[config.mk]
export PLATFORM = sky130hd
export DESIGN_NAME = nios2_oci_dct_packer_flat
export DESIGN_NICKNAME = d
export VERILOG_FILES = /design/src/rtl/nios2_oci_dct_packer_if.sv /design/src/rtl/nios2_oci_dct_packer.sv /design/src/flat_wrapper.sv
export SDC_FILE = /design/constraint.sdc
export NUM_CORES = 1
export LEC_CHECK = 0
export BUFFER_PORTS_ARGS = -buffer_cell sky130_fd_sc_hd__buf_2
export CORE_MARGIN = 3
export CORE_UTILIZATION = 40
export CTS_BUF_LIST = sky130_fd_sc_hd__clkbuf_8
export DETAILED_ROUTE_END_ITERATION = 8
export PLACE_DENSITY = 0.58
export SYNTH_ARGS = -nofsm -noshare
export SYNTH_HDL_FRONTEND = slang
export SYNTH_SLANG_ARGS = --single-unit
[constraint.sdc]
create_clock -name clk -period 3.83 [get_ports clk]
set_clock_uncertainty 0.2 [all_clocks]
set_input_delay 0.766 -clock clk [delete_from_list [all_inputs] [get_ports clk]]
set_output_delay 0.766 -clock clk [all_outputs]
set_load 0.02 [all_outputs]
[src/rtl/nios2_oci_dct_packer_if.sv]
// rtl/nios2_oci_dct_packer_if.sv - symbol/packet handshake bundle for the DCT packer
//
// Purpose: groups the trace-symbol input, the packet output and the drop
// status of nios2_oci_dct_packer into one bundle.
// Signals:
//   sym_valid/sym_data/sym_ready  trace symbol handshake (source -> packer)
//   flush                         close the current partial packet
//   out_valid/out_ready           packet handshake (packer -> OCI monitor)
//   dct_buffer/dct_count          packed symbols and number of valid symbols
//   overflow/drop_count           sticky lost-symbol status
// Modports: slave = packer side, master = trace source / consumer side.

interface nios2_oci_dct_packer_if #(
  parameter int SYM_W    = 2,
  parameter int NUM_SYMS = 15,
  parameter int CNT_W    = 4
);

  logic                      sym_valid;
  logic [SYM_W-1:0]          sym_data;
  logic                      sym_ready;
  logic                      flush;
  logic                      out_valid;
  logic                      out_ready;
  logic [SYM_W*NUM_SYMS-1:0] dct_buffer;
  logic [CNT_W-1:0]          dct_count;
  logic                      overflow;
  logic [7:0]                drop_count;

  modport slave (
    input  sym_valid, sym_data, flush, out_ready,
    output sym_ready, out_valid, dct_buffer, dct_count, overflow, drop_count
  );

  modport master (
    output sym_valid, sym_data, flush, out_ready,
    input  sym_ready, out_valid, dct_buffer, dct_count, overflow, drop_count
  );

endinterface

[src/rtl/nios2_oci_dct_packer.sv]
// rtl/nios2_oci_dct_packer.sv - DCT trace packer feeding the OCI monitor dct_buffer/dct_count
//
// Purpose: packs up to NUM_SYMS trace symbols of SYM_W bits into one word,
// oldest symbol in the most significant occupied slot, and hands each full
// or flushed word downstream over a valid/ready handshake.
// Ports:
//   clk      single clock, all state on the rising edge
//   reset_n  asynchronous active-low reset
//   bus      nios2_oci_dct_packer_if.slave (symbol in, packet out, drop status)

module nios2_oci_dct_packer #(
  parameter int SYM_W    = 2,
  parameter int NUM_SYMS = 15,
  parameter int CNT_W    = 4
) (
  input  logic                 clk,
  input  logic                 reset_n,
  nios2_oci_dct_packer_if.slave bus
);

  localparam int               BUF_W    = SYM_W * NUM_SYMS;
  localparam logic [CNT_W-1:0] FULL_CNT = CNT_W'(NUM_SYMS);
  localparam logic [7:0]       DROP_MAX = 8'hFF;

  // FILL accepts symbols; CLOSE holds a finished packet in the accumulator
  // until the output register is free to take it.
  typedef enum logic [0:0] {
    ST_FILL  = 1'b0,
    ST_CLOSE = 1'b1
  } state_t;

  state_t state;
  state_t state_nxt;

  logic [BUF_W-1:0] acc;
  logic [CNT_W-1:0] acc_cnt;
  logic             flush_pend;

  logic             out_valid_q;
  logic [BUF_W-1:0] dct_buffer_q;
  logic [CNT_W-1:0] dct_count_q;
  logic             overflow_q;
  logic [7:0]       drop_count_q;

  logic             accept;
  logic [CNT_W-1:0] cnt_after;
  logic             sym_ready_c;
  logic             close_now;
  logic             xfer;

  // Acceptance is derived from the state directly (not from sym_ready_c) so
  // the close decision below does not loop back through the output process.
  assign accept    = bus.sym_valid && (state == ST_FILL);
  assign cnt_after = acc_cnt + CNT_W'(accept);

  // State register
  always_ff @(posedge clk or negedge reset_n) begin
    if (!reset_n) begin
      state <= ST_FILL;
    end else begin
      state <= state_nxt;
    end
  end

  // Next-state logic
  always_comb begin
    state_nxt = state;
    case (state)
      ST_FILL: begin
        if (close_now) begin
          state_nxt = ST_CLOSE;
        end
      end
      ST_CLOSE: begin
        if (xfer) begin
          state_nxt = ST_FILL;
        end
      end
      default: begin
        state_nxt = ST_FILL;
      end
    endcase
  end

  // Output / control decode
  always_comb begin
    sym_ready_c = 1'b0;
    close_now   = 1'b0;
    xfer        = 1'b0;
    case (state)
      ST_FILL: begin
        sym_ready_c = 1'b1;
        // A symbol taken in the same cycle as the flush counts toward the
        // packet; a flush with nothing buffered is simply ignored.
        close_now   = (cnt_after == FULL_CNT) ||
                      ((bus.flush || flush_pend) && (cnt_after != '0));
      end
      ST_CLOSE: begin
        // The output register is free when empty or being drained this cycle,
        // which lets packets go out back to back.
        xfer = !out_valid_q || bus.out_ready;
      end
      default: begin
        sym_ready_c = 1'b0;
      end
    endcase
  end

  // Accumulator: new symbols shift in at the bottom, so unused upper slots
  // of a partial packet stay zero.
  always_ff @(posedge clk or negedge reset_n) begin
    if (!reset_n) begin
      acc     <= '0;
      acc_cnt <= '0;
    end else if (xfer) begin
      acc     <= '0;
      acc_cnt <= '0;
    end else if (accept) begin
      acc     <= {acc[BUF_W-SYM_W-1:0], bus.sym_data};
      acc_cnt <= cnt_after;
    end
  end

  // A flush that arrives while a packet is waiting cannot act on the buffer
  // yet; remember it and apply it to the next non-empty packet.
  always_ff @(posedge clk or negedge reset_n) begin
    if (!reset_n) begin
      flush_pend <= 1'b0;
    end else if ((state == ST_CLOSE) && bus.flush) begin
      flush_pend <= 1'b1;
    end else if (close_now) begin
      flush_pend <= 1'b0;
    end
  end

  // Output register: holds its contents while the consumer stalls.
  always_ff @(posedge clk or negedge reset_n) begin
    if (!reset_n) begin
      out_valid_q  <= 1'b0;
      dct_buffer_q <= '0;
      dct_count_q  <= '0;
    end else if (xfer) begin
      out_valid_q  <= 1'b1;
      dct_buffer_q <= acc;
      dct_count_q  <= acc_cnt;
    end else if (out_valid_q && bus.out_ready) begin
      out_valid_q  <= 1'b0;
    end
  end

  // Lost-symbol status; sticky until reset, counter saturates.
  always_ff @(posedge clk or negedge reset_n) begin
    if (!reset_n) begin
      overflow_q   <= 1'b0;
      drop_count_q <= '0;
    end else if (bus.sym_valid && !sym_ready_c) begin
      overflow_q <= 1'b1;
      if (drop_count_q != DROP_MAX) begin
        drop_count_q <= drop_count_q + 8'd1;
      end
    end
  end

  assign bus.sym_ready  = sym_ready_c;
  assign bus.out_valid  = out_valid_q;
  assign bus.dct_buffer = dct_buffer_q;
  assign bus.dct_count  = dct_count_q;
  assign bus.overflow   = overflow_q;
  assign bus.drop_count = drop_count_q;

endmodule

[src/flat_wrapper.sv]
// flat-port wrapper written by rule: the top's interface ports become plain ports
module nios2_oci_dct_packer_flat 
#(
  parameter int SYM_W    = 2,
  parameter int NUM_SYMS = 15,
  parameter int CNT_W    = 4
)
  (clk, reset_n, bus_sym_valid, bus_sym_data, bus_flush, bus_out_ready, bus_sym_ready, bus_out_valid, bus_dct_buffer, bus_dct_count, bus_overflow, bus_drop_count);
  nios2_oci_dct_packer_if #(.SYM_W(SYM_W), .NUM_SYMS(NUM_SYMS), .CNT_W(CNT_W)) bus_i ();
  input  logic clk;
  input  logic reset_n;
  input wire logic [$bits(bus_i.sym_valid)-1:0] bus_sym_valid;
  input wire logic [$bits(bus_i.sym_data)-1:0] bus_sym_data;
  input wire logic [$bits(bus_i.flush)-1:0] bus_flush;
  input wire logic [$bits(bus_i.out_ready)-1:0] bus_out_ready;
  output wire logic [$bits(bus_i.sym_ready)-1:0] bus_sym_ready;
  output wire logic [$bits(bus_i.out_valid)-1:0] bus_out_valid;
  output wire logic [$bits(bus_i.dct_buffer)-1:0] bus_dct_buffer;
  output wire logic [$bits(bus_i.dct_count)-1:0] bus_dct_count;
  output wire logic [$bits(bus_i.overflow)-1:0] bus_overflow;
  output wire logic [$bits(bus_i.drop_count)-1:0] bus_drop_count;
  assign bus_i.sym_valid = bus_sym_valid;
  assign bus_i.sym_data = bus_sym_data;
  assign bus_i.flush = bus_flush;
  assign bus_i.out_ready = bus_out_ready;
  assign bus_sym_ready = bus_i.sym_ready;
  assign bus_out_valid = bus_i.out_valid;
  assign bus_dct_buffer = bus_i.dct_buffer;
  assign bus_dct_count = bus_i.dct_count;
  assign bus_overflow = bus_i.overflow;
  assign bus_drop_count = bus_i.drop_count;
  nios2_oci_dct_packer #(.SYM_W(SYM_W), .NUM_SYMS(NUM_SYMS), .CNT_W(CNT_W)) u_core (.clk(clk), .reset_n(reset_n), .bus(bus_i));
endmodule
==> impl_metrics.ini, run 1 <==
[timing]
tightestPinTransition_ns = 0.990
finalCriticalPeriod_ns = 2.21
setup_viol = 0
hold_viol_final = 0
tns_ns = 0
fin_crit_sh_pct = 57.8
drv_slew = 0
max_freq_mhz = 452
rsz0062_at_grt = no
worst_slack_ns = 1.62
max_slew_margin_pct = 34.0
holdWs_ns = 0.262

[worst_hold_path]
hold_start = u_core.bus.overflow$_DFFE_PN0P_
hold_class = flip-flop to flip-flop

[clocking]
ctsResizeCount = 0
clock_sinks = 80
insertion_delay_ns = 0.34
post_cts_buffers = 0
htreeDepth = 3
cts.path.max_buffers = 2
clkTransAtPathRegs_ns = 0.07
root_buffer = clkbuf_8
cts_hold_buf = 0
cts_tree = done
numCtsBuffers = 9

[placed_design]
port_buffers = 51
place_hpwl_mm = 3.60
dp.cells = 427
dp_slack_ns = 1.26
place.gp.congestion = 0.836

[yosys]
yosysSeqAreaShare_pct = 60.4
synth_area_leaders = dfrtp_1 60%, mux2_2 12%, nand2_1 8.2%
ys_seq_elements = 80
yosysUniqueCellTypes = 35
yosysWarnings = 0
synthCells = 287
syn_area_sq_um = 3310
synth_top_area_share_pct = 60.4
synth_area_per_cell_sq_um = 11.5
synth_area_leader_cell = dfrtp_1
syn-num-nets = 297

[final_layout]
fill_cells = 740
nNetsFinal = 346
diodes = 0
syn2layout_area_growth_pct = 14.6
drive_gt1_share_pct = 32.1
final_cells = 442
fin_util_pct = 48.2

[floorplanning]
fp-row-count = 32
core-area_sq_um = 7890
start_util_pct = 42.0
dieArea_sq_um = 9410
dieHeight_microns = 97.0
ios = 52
die_w_microns = 97.0

[route]
wl_mm = 5.75
drcViolationCount = 0
wl_per_cell_microns = 13.0
drt_pass1_iterations = 4
vias = 2193
drt-initial-drc-count = 121
via_per_inst = 4.96
ant_nets = 0

[power]
p_leak_nw = 1.88
p_per_area_nw_per_um2 = 676
irDropWorstVdd_mv = 0.296

[flow_run]
drv_cap = 0

[critical_path]
required_ns = 3.85
worst-path-max-fanout = 5
timing.rr.start = u_core.state$_DFF_PN0_
cp.arrival_ns = 2.23
start_kind = input pin
crit_type = input pin to flip-flop
critPathLaunch = bus_sym_valid
end_kind = flip-flop

[global_routing]
grt_antenna_before_repair = 0
grt_usage_pct = 13.1
grt_max_degree = 81
grt_pass1_vias = 2234
grt_pass1_wl_mm = 10.1
grt_overflow = 0

[status]
status = finished, final reports clean
## power breakdown
group          internal, mW  switching, mW
clock network         0.310          0.284
logic                 0.306          0.482
registers              1.04          0.145
total                  1.66          0.911
## final timing paths
path,end,slack (ns),cells after the start
worst max register to register,u_core.state$_DFF_PN0_,1.67,7
worst min register to register,u_core.bus.overflow$_DFFE_PN0P_,0.26,1
min in group asynchronous,u_core.bus.dct_buffer[4]$_DFFE_PN0P_,0.38,1
worst max-delay path,u_core.state$_DFF_PN0_,1.62,8
max in group asynchronous,u_core.acc[26]$_DFFE_PN0P_,2.41,1
worst min-delay path,u_core.bus.overflow$_DFFE_PN0P_,0.26,1
## synth_stat cells, drive strengths merged
master / instances
xor2: 1
nand3: 6
nor3: 2
ha: 3
o21ai: 37
mux2: 36
and4: 2
xnor2: 3
a21bo: 1
o211ai: 1
nand4b: 2
and2: 2
o41ai: 1
a21oi: 5
nor2: 2
a41oi: 1
nand3b: 2
nand4: 2
buf: 12
nand2: 73
or2: 2
inv: 3
nand2b: 1
and2b: 1
and3: 1
dfrtp: 80
o31ai: 1
o221ai: 1
clkbuf: 3
## layout by cell type (no fill, tap or decap), types with 2 or more instances in the layout
master and instances:
a21oi_1 5, and2_1 2, buf_2 50, buf_4 2, clkbuf_8 10, dfrtp_1 80
ha_1 3, inv_1 5, mux2_2 35, nand2_1 72, nand3_1 6, nand3b_1 2
nand4_1 2, nand4b_1 2, nor2_1 2, nor3_1 2, o21ai_0 36, or2_2 2
xnor2_1 3
## logic make-up (layout without fill, tap and decap cells)
family                     after synthesis  in the layout  synth area share, %
muxes                                   36             36                 12.3
buffers and inverters                   18             71                 3.85
DFF                                     80             80                 60.4
AOI/OAI and AO/OA                       48             48                 8.12
and+or+nand+nor                         98             98                 13.1
xor gates and xnor gates                 4              4                 1.06
adders and majority gates                3              3                 1.13
## state kept, by name (all words and copies together), names as in the netlist
register and flops:
u_core.acc_cnt 4, u_core.acc 30, u_core.bus.dct_count 4, u_core.bus.overflow 1, u_core.bus.dct_buffer 30, u_core.bus.out_valid 1
u_core.bus.drop_count 8, u_core.flush_pend 1, u_core.state 1
## critical path: stages
cell and delay, ns:
buf_2 0.10, and2b_2 0.20, ha_1 0.24, ha_1 0.27, nor3_1 0.26, a41oi_2 0.08
o221ai_1 0.20, o211ai_1 0.11
## metrics by stage
stage	power [mW]	cell area, sq um
after floorplan	1.79	3310
after CTS	2.62	3800
after global placement	1.99	3610
after detailed placement	2.01	3610
after global routing	2.75	3800
final	2.57	3800
## cell type report
class | count | area, sq um | area share, %
sequential | 80 | 2000 | 52.7
multi-input combinational | 189 | 1190 | 31.2
timing repair buffer | 53 | 285 | 7.51
clock buffer | 10 | 138 | 3.62
tap | 102 | 128 | 3.36
clock inverter | 5 | 50.0 | 1.32
inverter | 3 | 11.3 | 0.296
## metal layers
metal  up-vias  track usage [%]  share of wire [%]
met5         -                0                  0
met4         0             6.70                1.8
met3         8             3.46                3.6
met2        32             21.7                 49
met1      1079             15.7                 46
li1       1074                -                  -
Note: power is estimated with default switching activity, not from simulation.
==> run 2: changes to the inputs <==
--- a/config.mk
+++ b/config.mk
@@ -5,6 +5,7 @@
 export SDC_FILE = /design/constraint.sdc
 export NUM_CORES = 1
 export LEC_CHECK = 0
+export ABC_AREA = 1
 export BUFFER_PORTS_ARGS = -buffer_cell sky130_fd_sc_hd__buf_2
 export CORE_MARGIN = 3
 export CORE_UTILIZATION = 40
==> constraint.sdc (replaced) <==
create_clock -name clk -period 2.3 [get_ports clk]
set_clock_uncertainty 0.2 [all_clocks]
set_input_delay 0.46 -clock clk [delete_from_list [all_inputs] [get_ports clk]]
set_output_delay 0.46 -clock clk [all_outputs]
set_load 0.02 [all_outputs]
==> run 2 against run 1 <==
Compared with the run above:
- sequential power is 50% higher
- critical path depth is 3 higher
- cell area decreased by 1.7%
- sequential share of layout area up 0.90 points
- largest cell class unchanged
- highest routed layer unchanged
==> impl_metrics.ini, run 2 <==
[status]
status = finished, final reports clean

[final_layout]
nNetsFinal = 384
syn2layout_area_growth_pct = 18.4
final_cells = 478
drive_gt1_share_pct = 22.4
mostFrequentLayoutCells = 81 x nand2_1, 80 x dfrtp_1, 50 x buf_2
seqCellArea_sq_um = 2000
fill_cells = 736
fin_area_sq_um = 3740
diodes = 0
layout_commonest_cell = nand2_1
multi_input_area_sq_um = 893
fin_util_pct = 50.2

[power]
p_per_area_nw_per_um2 = 1070
power_frac_comb_pct = 31.5
clkPwrFrac_pct = 23.9
power_switching_mw = 1.55
p_total_mw = 4.02
p_leak_nw = 1.90
switching_share_pct = 38.5
pwr-share-seq_pct = 44.6
power.internal_mw = 2.47
irDropWorstVdd_mv = 0.468

[yosys]
syn-num-nets = 327
yosysWarnings = 0
yosysSeqAreaShare_pct = 63.4
syn_area_sq_um = 3160
synth_area_per_cell_sq_um = 9.95
synth_top_area_share_pct = 63.4
ys_seq_elements = 80
synth_area_leader_cell = dfrtp_1
yosysUniqueCellTypes = 23
synthCells = 317
synth_common_cells = 81 x nand2_1, 80 x dfrtp_1, 43 x inv_1, 35 x o21ai_0, 29 x o22ai_1
synth_area_leaders = dfrtp_1 63%, nand2_1 9.6%, o22ai_1 5.7%
async_reset_ff_share_pct = 100
ys.flop_type = dfrtp_1
synth_edf_count = 0
yosysMostFrequentCell = nand2_1

[critical_path]
crit_top_cell = nand2_1
worst-path-max-fanout = 6
end_kind = flip-flop
required_ns = 2.34
worstPathCellList = inv_2 -> nand2_2 -> inv_2 -> ha_1 -> ha_1 -> nor2_1 -> nand3_1 -> nand2_1 -> nand2_1 -> nand3_1 -> nand2_1
max_stage_delay_ns = 0.44
start_kind = flip-flop
cp.arrival_ns = 1.93
crit_type = flip-flop to flip-flop
rr_worst_depth = 11
slowest_stage = dfrtp_1

[placed_design]
dpl_cell_area_sq_um = 3540
dp.cells = 461
port_buffers = 51
place.gp.congestion = 0.775
place_hpwl_mm = 4.20

[timing]
fin_crit_sh_pct = 82.5
setup_viol = 0
tightestPinTransition_ns = 0.566
tns_ns = 0
drv_slew = 0
hold_viol_final = 0
max_slew_margin_pct = 62.3
finalCriticalPeriod_ns = 1.90
max_freq_mhz = 527
rsz0062_at_grt = no

[route]
wl_mm = 6.03
drt_pass1_iterations = 4
drt-initial-drc-count = 85
via_per_inst = 4.69
drcViolationCount = 0
wl_per_cell_microns = 12.6
ant_nets = 0
vias = 2244

[clocking]
cts.path.max_buffers = 2
ctsResizeCount = 0
root_buffer = clkbuf_8
insertion_delay_ns = 0.35
cts_tree = done
clkTransAtPathRegs_ns = 0.08
clock_sinks = 80
htreeDepth = 3
numCtsBuffers = 9

[worst_hold_path]
worstHoldPathCells = 3
hold_class = input pin to flip-flop

[floorplanning]
die_w_microns = 94.8
dieHeight_microns = 94.8
core-area_sq_um = 7450
ios = 52
fp-row-count = 31
dieArea_sq_um = 8990
start_util_pct = 42.4

[global_routing]
grt_usage_pct = 14.8
grt_pass1_vias = 2179
grt_overflow = 0
grt_max_degree = 43
grt_pass1_wl_mm = 10.3
grt_antenna_before_repair = 0

[flow_run]
drv_cap = 0
[run 2: power by group through the flow]
stage / Sequential (mW) / Clock [mW] / Combinational [mW]
detailed placement: 1.82 / 0 / 1.28
global placement: 1.81 / 0 / 1.27
floorplan: 1.97 / 0 / 0.766
finish: 1.79 / 0.961 / 1.27
CTS: 1.79 / 1.00 / 1.29
global route: 1.82 / 1.05 / 1.42
[run 2: final cells by class]
class                           instances  area share (%)
Inverter                               46            4.69
Clock buffer                            9            3.32
Sequential cell                        80            53.6
Clock inverter                          7            1.61
Multi-Input combinational cell        178            23.9
Timing Repair Buffer                   59            9.58
Tap cell                               99            3.32
[run 2: repair_timing]
action,CTS,global route
endpoints found under the hold margin,40,0
setup endpoints to repair,0,0
setup buffers,0,0
hold buffers,1,0
[run 2: cells by family (layout without fill, tap and decap cells)]
family                     count (synthesis)  after routing  synth area share [%]
buffers and inverters                     59            121                  8.25
AOI/OAI and AO/OA                         70             70                  12.3
and+or+nand+nor                           99             99                  13.2
adders and majority gates                  3              3                  1.19
DFF                                       80             80                  63.4
xor gates and xnor gates                   6              6                  1.67
[run 2: worst max-delay path: cells and delay by family, from the launching register on]
family                   cells  cell delay [ns]
adder cells (fa/ha/maj)      2             0.52
buffers and inverters        2             0.14
flip-flops                   1             0.44
AND/OR/NAND/NOR              7             0.50
[run 2: worst paths after layout]
path	start	end	slack [ns]
worst max-delay path	u_core.state$_DFF_PN0_	u_core.state$_DFF_PN0_	0.40
worst min-delay path	bus_sym_data[1]	u_core.acc[1]$_DFFE_PN0P_	0.14
worst max register to register	u_core.state$_DFF_PN0_	u_core.state$_DFF_PN0_	0.40
worst min register to register	u_core.bus.overflow$_DFFE_PN0P_	u_core.bus.overflow$_DFFE_PN0P_	0.28
max in group asynchronous	reset_n	u_core.bus.dct_count[0]$_DFFE_PN0P_	0.95
min in group asynchronous	reset_n	u_core.bus.dct_count[1]$_DFFE_PN0P_	0.45
[run 2: routing by layer]
| layer | share of wire, % | wire [microns] | global-route usage, % |
|---|---|---|---|
| met5 | 0 | 0 | 0 |
| met3 | 4.4 | 266 | 3.11 |
| met2 | 44 | 2670 | 22.1 |
| met4 | 1.7 | 104 | 7.21 |
| met1 | 50 | 3000 | 20.7 |
[run 2: metrics by stage]
| stage | worst slack [ns] | hold slack [ns] |
|---|---|---|
| floorplan | 0.302 | -0.0356 |
| global placement | 0.357 | 0.261 |
| detailed placement | 0.329 | 0.265 |
| CTS | 0.403 | 0.115 |
| global route | 0.268 | 0.137 |
| finish | 0.403 | 0.138 |
